[config.mk]
export PLATFORM = sky130hd
export DESIGN_NAME = sync_fifo_wl_flat
export DESIGN_NICKNAME = d
export VERILOG_FILES = /design/src/rtl/sync_fifo_wl_if.sv /design/src/rtl/sync_fifo_wl.sv /design/src/flat_wrapper.sv
export SDC_FILE = /design/constraint.sdc
export NUM_CORES = 2
export LEC_CHECK = 0
export CORE_MARGIN = 5
export CORE_UTILIZATION = 30
export DETAILED_ROUTE_END_ITERATION = 6
export SYNTH_ARGS = -nofsm -noshare
export SYNTH_HDL_FRONTEND = slang
export SYNTH_SLANG_ARGS = --single-unit
[constraint.sdc]
create_clock -name clk -period 6.2 [get_ports clk]
set_clock_uncertainty 0.2 [all_clocks]
set_input_delay 1.24 -clock clk [delete_from_list [all_inputs] [get_ports clk]]
set_output_delay 1.24 -clock clk [all_outputs]
set_load 0.01 [all_outputs]
[src/rtl/sync_fifo_wl_if.sv]
// Handshake bundle for sync_fifo_wl: write side, read side, thresholds and
// error pulses. The flush input exists only when SYNC_FIFO_FLUSH_EN is defined.
interface sync_fifo_wl_if #(
    parameter int DATA_W  = 1,
    parameter int DEPTH_W = 10
);
    logic               wr_en;
    logic [DATA_W-1:0]  wr_data;
    logic               wr_full;
    logic               almost_full;
    logic [DEPTH_W:0]   wr_water_level;
    logic               rd_en;
    logic [DATA_W-1:0]  rd_data;
    logic               rd_empty;
    logic               almost_empty;
    logic [DEPTH_W:0]   rd_water_level;
    logic [DEPTH_W:0]   af_num;
    logic [DEPTH_W:0]   ae_num;
    logic               overflow;
    logic               underflow;
`ifdef SYNC_FIFO_FLUSH_EN
    logic               flush;
`endif

    modport master (
`ifdef SYNC_FIFO_FLUSH_EN
        output flush,
`endif
        output wr_en, wr_data, rd_en, af_num, ae_num,
        input  wr_full, almost_full, wr_water_level, rd_data, rd_empty,
        input  almost_empty, rd_water_level, overflow, underflow
    );

    modport slave (
`ifdef SYNC_FIFO_FLUSH_EN
        input  flush,
`endif
        input  wr_en, wr_data, rd_en, af_num, ae_num,
        output wr_full, almost_full, wr_water_level, rd_data, rd_empty,
        output almost_empty, rd_water_level, overflow, underflow
    );
endinterface

[src/rtl/sync_fifo_wl.sv]
// sync_fifo_wl: parametrised single-clock FIFO with block-RAM storage,
// registered flags, programmable almost-full/almost-empty thresholds,
// optional first-word-fall-through read and overflow/underflow pulses.
// Optional synchronous flush input enabled by SYNC_FIFO_FLUSH_EN.
module sync_fifo_wl #(
    parameter int DATA_W  = 1,
    parameter int DEPTH_W = 10,
    parameter int FWFT    = 0
) (
    input  logic          clk,
    input  logic          rst,
    sync_fifo_wl_if.slave f
);
    localparam int CAP = 1 << DEPTH_W;
    typedef logic [DEPTH_W:0] cnt_t;
    localparam cnt_t ONE      = cnt_t'(1);
    localparam cnt_t FULL_CNT = cnt_t'(CAP);

    logic [DATA_W-1:0] mem [CAP];
    cnt_t              wr_ptr, rd_ptr, cnt, cnt_nxt;
    logic              wr_acc, rd_acc, clr;
    logic              full_q, af_q, ae_q, empty_q, ovf_q, udf_q;
    logic [DATA_W-1:0] rd_q;

`ifdef SYNC_FIFO_FLUSH_EN
    assign clr = f.flush;
`else
    assign clr = 1'b0;
`endif

    // A flush cycle ignores both requests, so neither side is accepted.
    assign wr_acc = f.wr_en && !full_q  && !clr;
    assign rd_acc = f.rd_en && !empty_q && !clr;

    // Occupancy after this edge; every flag is registered from it.
    always_comb begin
        cnt_nxt = cnt;
        case ({wr_acc, rd_acc})
            2'b10:   cnt_nxt = cnt + ONE;
            2'b01:   cnt_nxt = cnt - ONE;
            default: cnt_nxt = cnt;
        endcase
    end

    // Storage write port; RAM contents survive reset.
    always_ff @(posedge clk) begin
        if (wr_acc && !rst)
            mem[wr_ptr[DEPTH_W-1:0]] <= f.wr_data;
    end

    // Write pointer, occupancy and count-derived flags. Full is taken from
    // the count so the prefetched FWFT words are included in capacity.
    always_ff @(posedge clk) begin
        if (rst || clr) begin
            wr_ptr <= '0;
            cnt    <= '0;
            full_q <= 1'b0;
            af_q   <= 1'b0;
            ae_q   <= 1'b1;
            ovf_q  <= 1'b0;
            udf_q  <= 1'b0;
        end else begin
            if (wr_acc)
                wr_ptr <= wr_ptr + ONE;
            cnt    <= cnt_nxt;
            full_q <= (cnt_nxt == FULL_CNT);
            af_q   <= (cnt_nxt >= f.af_num);
            ae_q   <= (cnt_nxt <= f.ae_num);
            ovf_q  <= f.wr_en && full_q;
            udf_q  <= f.rd_en && empty_q;
        end
    end

    generate
        if (FWFT == 0) begin : g_std
            // Standard read: RAM output register loads on the accepting edge.
            always_ff @(posedge clk) begin
                if (rst) begin
                    rd_ptr  <= '0;
                    rd_q    <= '0;
                    empty_q <= 1'b1;
                end else if (clr) begin
                    rd_ptr  <= '0;
                    empty_q <= 1'b1;
                end else begin
                    if (rd_acc) begin
                        rd_q   <= mem[rd_ptr[DEPTH_W-1:0]];
                        rd_ptr <= rd_ptr + ONE;
                    end
                    empty_q <= (cnt_nxt == '0);
                end
            end
        end else begin : g_fwft
            // Two-stage prefetch: RAM read register (mid) feeds the output
            // register. rd_ptr tracks RAM reads, not user pops.
            logic              mid_vld, out_vld, out_load, ram_rd;
            logic [DATA_W-1:0] mid_q;

            // Advance the pipeline whenever the downstream stage has room.
            always_comb begin
                out_load = mid_vld && (!out_vld || rd_acc);
                ram_rd   = (wr_ptr != rd_ptr) && (!mid_vld || out_load);
            end

            // Prefetch pipeline state; rd_data holds through flush.
            always_ff @(posedge clk) begin
                if (rst) begin
                    rd_ptr  <= '0;
                    mid_vld <= 1'b0;
                    out_vld <= 1'b0;
                    mid_q   <= '0;
                    rd_q    <= '0;
                end else if (clr) begin
                    rd_ptr  <= '0;
                    mid_vld <= 1'b0;
                    out_vld <= 1'b0;
                end else begin
                    if (ram_rd) begin
                        mid_q  <= mem[rd_ptr[DEPTH_W-1:0]];
                        rd_ptr <= rd_ptr + ONE;
                    end
                    mid_vld <= ram_rd || (mid_vld && !out_load);
                    if (out_load)
                        rd_q <= mid_q;
                    out_vld <= out_load || (out_vld && !rd_acc);
                end
            end

            assign empty_q = !out_vld;
        end
    endgenerate

    assign f.wr_full        = full_q;
    assign f.almost_full    = af_q;
    assign f.almost_empty   = ae_q;
    assign f.rd_empty       = empty_q;
    assign f.wr_water_level = cnt;
    assign f.rd_water_level = cnt;
    assign f.rd_data        = rd_q;
    assign f.overflow       = ovf_q;
    assign f.underflow      = udf_q;
endmodule

[src/flat_wrapper.sv]
// flat-port wrapper written by rule: the top's interface ports become plain ports
module sync_fifo_wl_flat 
#(
    parameter int DATA_W  = 1,
    parameter int DEPTH_W = 10,
    parameter int FWFT    = 0
)
  (clk, rst, f_wr_en, f_wr_data, f_rd_en, f_af_num, f_ae_num, f_wr_full, f_almost_full, f_wr_water_level, f_rd_data, f_rd_empty, f_almost_empty, f_rd_water_level, f_overflow, f_underflow);
  sync_fifo_wl_if #(.DATA_W(DATA_W), .DEPTH_W(DEPTH_W)) f_i ();
  input  logic clk;
  input  logic rst;
  input wire logic [$bits(f_i.wr_en)-1:0] f_wr_en;
  input wire logic [$bits(f_i.wr_data)-1:0] f_wr_data;
  input wire logic [$bits(f_i.rd_en)-1:0] f_rd_en;
  input wire logic [$bits(f_i.af_num)-1:0] f_af_num;
  input wire logic [$bits(f_i.ae_num)-1:0] f_ae_num;
  output wire logic [$bits(f_i.wr_full)-1:0] f_wr_full;
  output wire logic [$bits(f_i.almost_full)-1:0] f_almost_full;
  output wire logic [$bits(f_i.wr_water_level)-1:0] f_wr_water_level;
  output wire logic [$bits(f_i.rd_data)-1:0] f_rd_data;
  output wire logic [$bits(f_i.rd_empty)-1:0] f_rd_empty;
  output wire logic [$bits(f_i.almost_empty)-1:0] f_almost_empty;
  output wire logic [$bits(f_i.rd_water_level)-1:0] f_rd_water_level;
  output wire logic [$bits(f_i.overflow)-1:0] f_overflow;
  output wire logic [$bits(f_i.underflow)-1:0] f_underflow;
  assign f_i.wr_en = f_wr_en;
  assign f_i.wr_data = f_wr_data;
  assign f_i.rd_en = f_rd_en;
  assign f_i.af_num = f_af_num;
  assign f_i.ae_num = f_ae_num;
  assign f_wr_full = f_i.wr_full;
  assign f_almost_full = f_i.almost_full;
  assign f_wr_water_level = f_i.wr_water_level;
  assign f_rd_data = f_i.rd_data;
  assign f_rd_empty = f_i.rd_empty;
  assign f_almost_empty = f_i.almost_empty;
  assign f_rd_water_level = f_i.rd_water_level;
  assign f_overflow = f_i.overflow;
  assign f_underflow = f_i.underflow;
  sync_fifo_wl #(.DATA_W(DATA_W), .DEPTH_W(DEPTH_W), .FWFT(FWFT)) u_core (.clk(clk), .rst(rst), .f(f_i));
endmodule
==> impl_metrics.ini <==
[die]
die_x_um = 407
core-area_um2 = 157000
fp.dieArea_um2 = 166000
initial_core_util_pct = 30.2
row_count = 145
ioPinCount = 56
die_h_um = 407

[power]
clock_power_share_pct = 39.5
power_density_nw_per_um2 = 307
p_leak_nw = 15.4
ir_worst_vdd_mv = 0.262
finalPower_mw = 16.4
p_sw_mw = 4.01
comb_power_share_pct = 11.6
seq_power_share_pct = 48.9
swShare_pct = 24.4
intPower_mw = 12.4

[critical_path]
crit_arrival_ns = 5.29
critPathMaxFanout = 20
cp.required_ns = 6.62
r2r_start = u_core.rd_ptr[2]
worstSetupEndpointType = register
crit_path_top_delay_cell = ha_1
crit_path_start = f_rd_en
path_buf_inv = 3
cp_top_family = compound AO/OA/AOI/OAI gates
worstSetupPathType = in -> reg
critical_path.cell_chain = clkdlybuf4s50_1 -> nand2b_1 -> inv_1 -> ha_1 -> o21ai_0 -> o21ai_0 -> nand2_1 -> a21o_1 -> and3_1 -> nor3_1 -> xnor2_1 -> inv_1 -> ha_1 -> nand2_1 -> a21oi_1 -> a221oi_1 -> a21oi_1 -> o21a_1 -> o21ai_0
cp_common_cell = o21ai_0
start_kind = primary input
cpPeakStageDelay_ns = 0.63

[global_routing]
track_usage_pct = 15.7
grt_pass1_wl_mm = 197
gr-total-overflow = 0
antenna_found_initial = 1
grt_pass1_vias = 28500
grt_max_degree = 305

[layout]
fin_area_um2 = 53400
drive_gt1_share_pct = 15.2
fill_cells = 15100
mostFrequentLayoutCells = nor2_1 (1094), edfxtp_1 (1024), mux4_2 (211)
area_growth_pct = 12.9
layout.nets = 3459
layout_commonest_cell = nor2_1

[clock_network]
h-tree-depth = 3
postCtsHoldBufs = 0
clock_path_buffers = 3
post_cts_buffers = 0
clock_sinks = 1062
cts.reportedPaths.clkPinSlew_ns = 0.06
post_cts_resized = 0
cts_tree = done
clk_latency_ns = 0.73
cts-root-buf = clkbuf_16
cts_buffers = 112

[sta]
fin_crit_sh_pct = 78.6
fin_crit_ns = 4.87
rsz0062_at_grt = false
hold_ws_ns = 0.252
worst_slack_ns = 1.33
hold_viol_final = 0
slew_headroom_pct = 15.2
final_max_slew_viol_count = 0
finalSetupViolations = 0
finalSetupTns_ns = 0
max_freq_mhz = 205
tightestPinTransition_ns = 1.27

[drt]
wl_per_cell_um = 24.4
drcViolationCount = 0
drt-total-wl_mm = 136
dr.pass1.iters = 5
via_per_inst = 5.30
dr.first_iter.drc_count = 4017
ant_nets = 0
num_vias = 29400

[yosys]
synth_nets = 3522
async_reset_ff_share_pct = 0
synth_area_um2 = 47300
synth-seq-area-share_pct = 66.6
postSynthAreaPerCell_um2 = 13.6
ys_ff_latch = 1062
yosysUniqueCellTypes = 78
ys.warnings.count = 0
synthFlopType = edfxtp_1
synth_edf_count = 1024
synthCells = 3468

[placed_design]
gp_congestion = 0.812
preCtsSetupSlack_ns = 0.657
dp_hpwl_mm = 76.5
postPlaceCellArea_um2 = 49900
portBuffers = 55

[worst_hold_path]
min-delay-start = u_core.f.rd_empty
hp-class = reg -> reg

[flow_run]
max_cap_violations = 0

[status]
status = finished, final reports clean
## power by group through the flow
stage / clock [mW] / sequential [mW] / combinational (mW)
2_1_floorplan: 0 / 8.08 / 1.46
3_3_place_gp: 0 / 8.16 / 1.90
3_5_place_dp: 0 / 8.16 / 1.91
4_1_cts: 6.59 / 8.01 / 1.92
5_1_grt: 6.89 / 8.02 / 2.05
6_report: 6.48 / 8.01 / 1.90
## sequential cells by signal (all words and copies together) (netlist names)
signal and flops:
u_core.f.rd_water_level 11, u_core.f.underflow 1, u_core.f.rd_empty 1, u_core.mem 1024, u_core.wr_ptr 10, u_core.f.almost_empty 1, u_core.f.almost_full 1, u_core.f.overflow 1
u_core.f.rd_data 1, u_core.rd_ptr 10, u_core.f.wr_full 1
## synthesized netlist by cell type (6+ instances only)
| cell | instances | area, um2 |
|---|---|---|
| and2_1 | 8 | 50.1 |
| a22oi_1 | 36 | 270 |
| mux4_1 | 10 | 263 |
| nand3_1 | 63 | 315 |
| xor2_1 | 17 | 149 |
| buf_2 | 35 | 175 |
| mux2i_1 | 98 | 981 |
| o211ai_1 | 11 | 82.6 |
| edfxtp_1 | 1024 | 30700 |
| nor3_1 | 16 | 80.1 |
| a21oi_1 | 45 | 225 |
| o21ai_0 | 41 | 205 |
| a31oi_1 | 12 | 75.1 |
| nor3b_1 | 6 | 45.0 |
| buf_4 | 27 | 203 |
| nand2b_1 | 11 | 68.8 |
| dfxtp_1 | 38 | 761 |
| xnor2_1 | 12 | 105 |
| mux2_2 | 7 | 78.8 |
| nor2b_1 | 19 | 119 |
| buf_6 | 20 | 225 |
| inv_1 | 33 | 124 |
| ha_1 | 27 | 338 |
| mux4_2 | 211 | 4750 |
| nand2_1 | 132 | 495 |
| a221oi_1 | 11 | 96.3 |
| nor2_1 | 1096 | 4110 |
| a211oi_1 | 22 | 165 |
| a22o_1 | 7 | 61.3 |
| buf_1 | 44 | 165 |
| and3_1 | 8 | 50.1 |
| clkbuf_1 | 201 | 754 |
| o22ai_1 | 23 | 144 |
| nand4_1 | 7 | 43.8 |
## final timing paths
kind                                         endpoint  slack (ns)  depth (start not counted)
worst max-delay path            u_core.f.almost_empty        1.33                         19
worst max register to register       u_core.f.rd_data        1.63                         10
worst min-delay path               u_core.f.underflow        0.25                          2
worst min register to register     u_core.f.underflow        0.25                          2
## stage by stage
stage          std cells  utilization, %
2_1_floorplan       3468               -
3_3_place_gp        5349            31.9
3_5_place_dp        5349            31.9
4_1_cts             5556            34.1
5_1_grt             5556            34.1
6_report            5558            34.1
## metal layers
| layer | vias to the layer above | GRT usage, % | routed length, um |
|---|---|---|---|
| met3 | 231 | 2.80 | 11600 |
| met5 | - | 0.115 | 0 |
| li1 | 12500 | - | - |
| met4 | 0 | 4.84 | 4070 |
| met2 | 1385 | 25.6 | 64400 |
| met1 | 15300 | 21.5 | 55600 |
## cell families after synthesis
group / after synthesis / synth area share, %
and+or+nand+nor: 1393 / 11.8
DFF: 1062 / 66.6
buffers and inverters: 372 / 3.79
muxes: 326 / 12.8
AOI/OAI and AO/OA: 259 / 3.74
xor gates and xnor gates: 29 / 0.537
adders and majority gates: 27 / 0.714
## worst reg2reg max path, stage by stage, from the launching register on
cell and delay [ns]:
dfxtp_2 0.49, buf_4 0.36, and2_2 0.34, nand2b_1 0.64, o22ai_1 0.15, a211oi_1 0.28, a221oi_1 0.19, nor4_1 0.90
a211oi_1 0.10, or3_1 0.42, a221o_1 0.38
## area by class of cell
class / count / area [um2] / area share, %
inverter: 36 / 135 / 0.253
clock inverter: 70 / 611 / 1.14
tap: 2058 / 2570 / 4.82
clock buffer: 137 / 2940 / 5.49
antenna: 2 / 5.00 / 0.00936
sequential: 1062 / 31500 / 59.0
multi-input combinational: 2034 / 14200 / 26.6
timing repair buffer: 159 / 1460 / 2.73
Power figures use the tool's default switching activity.
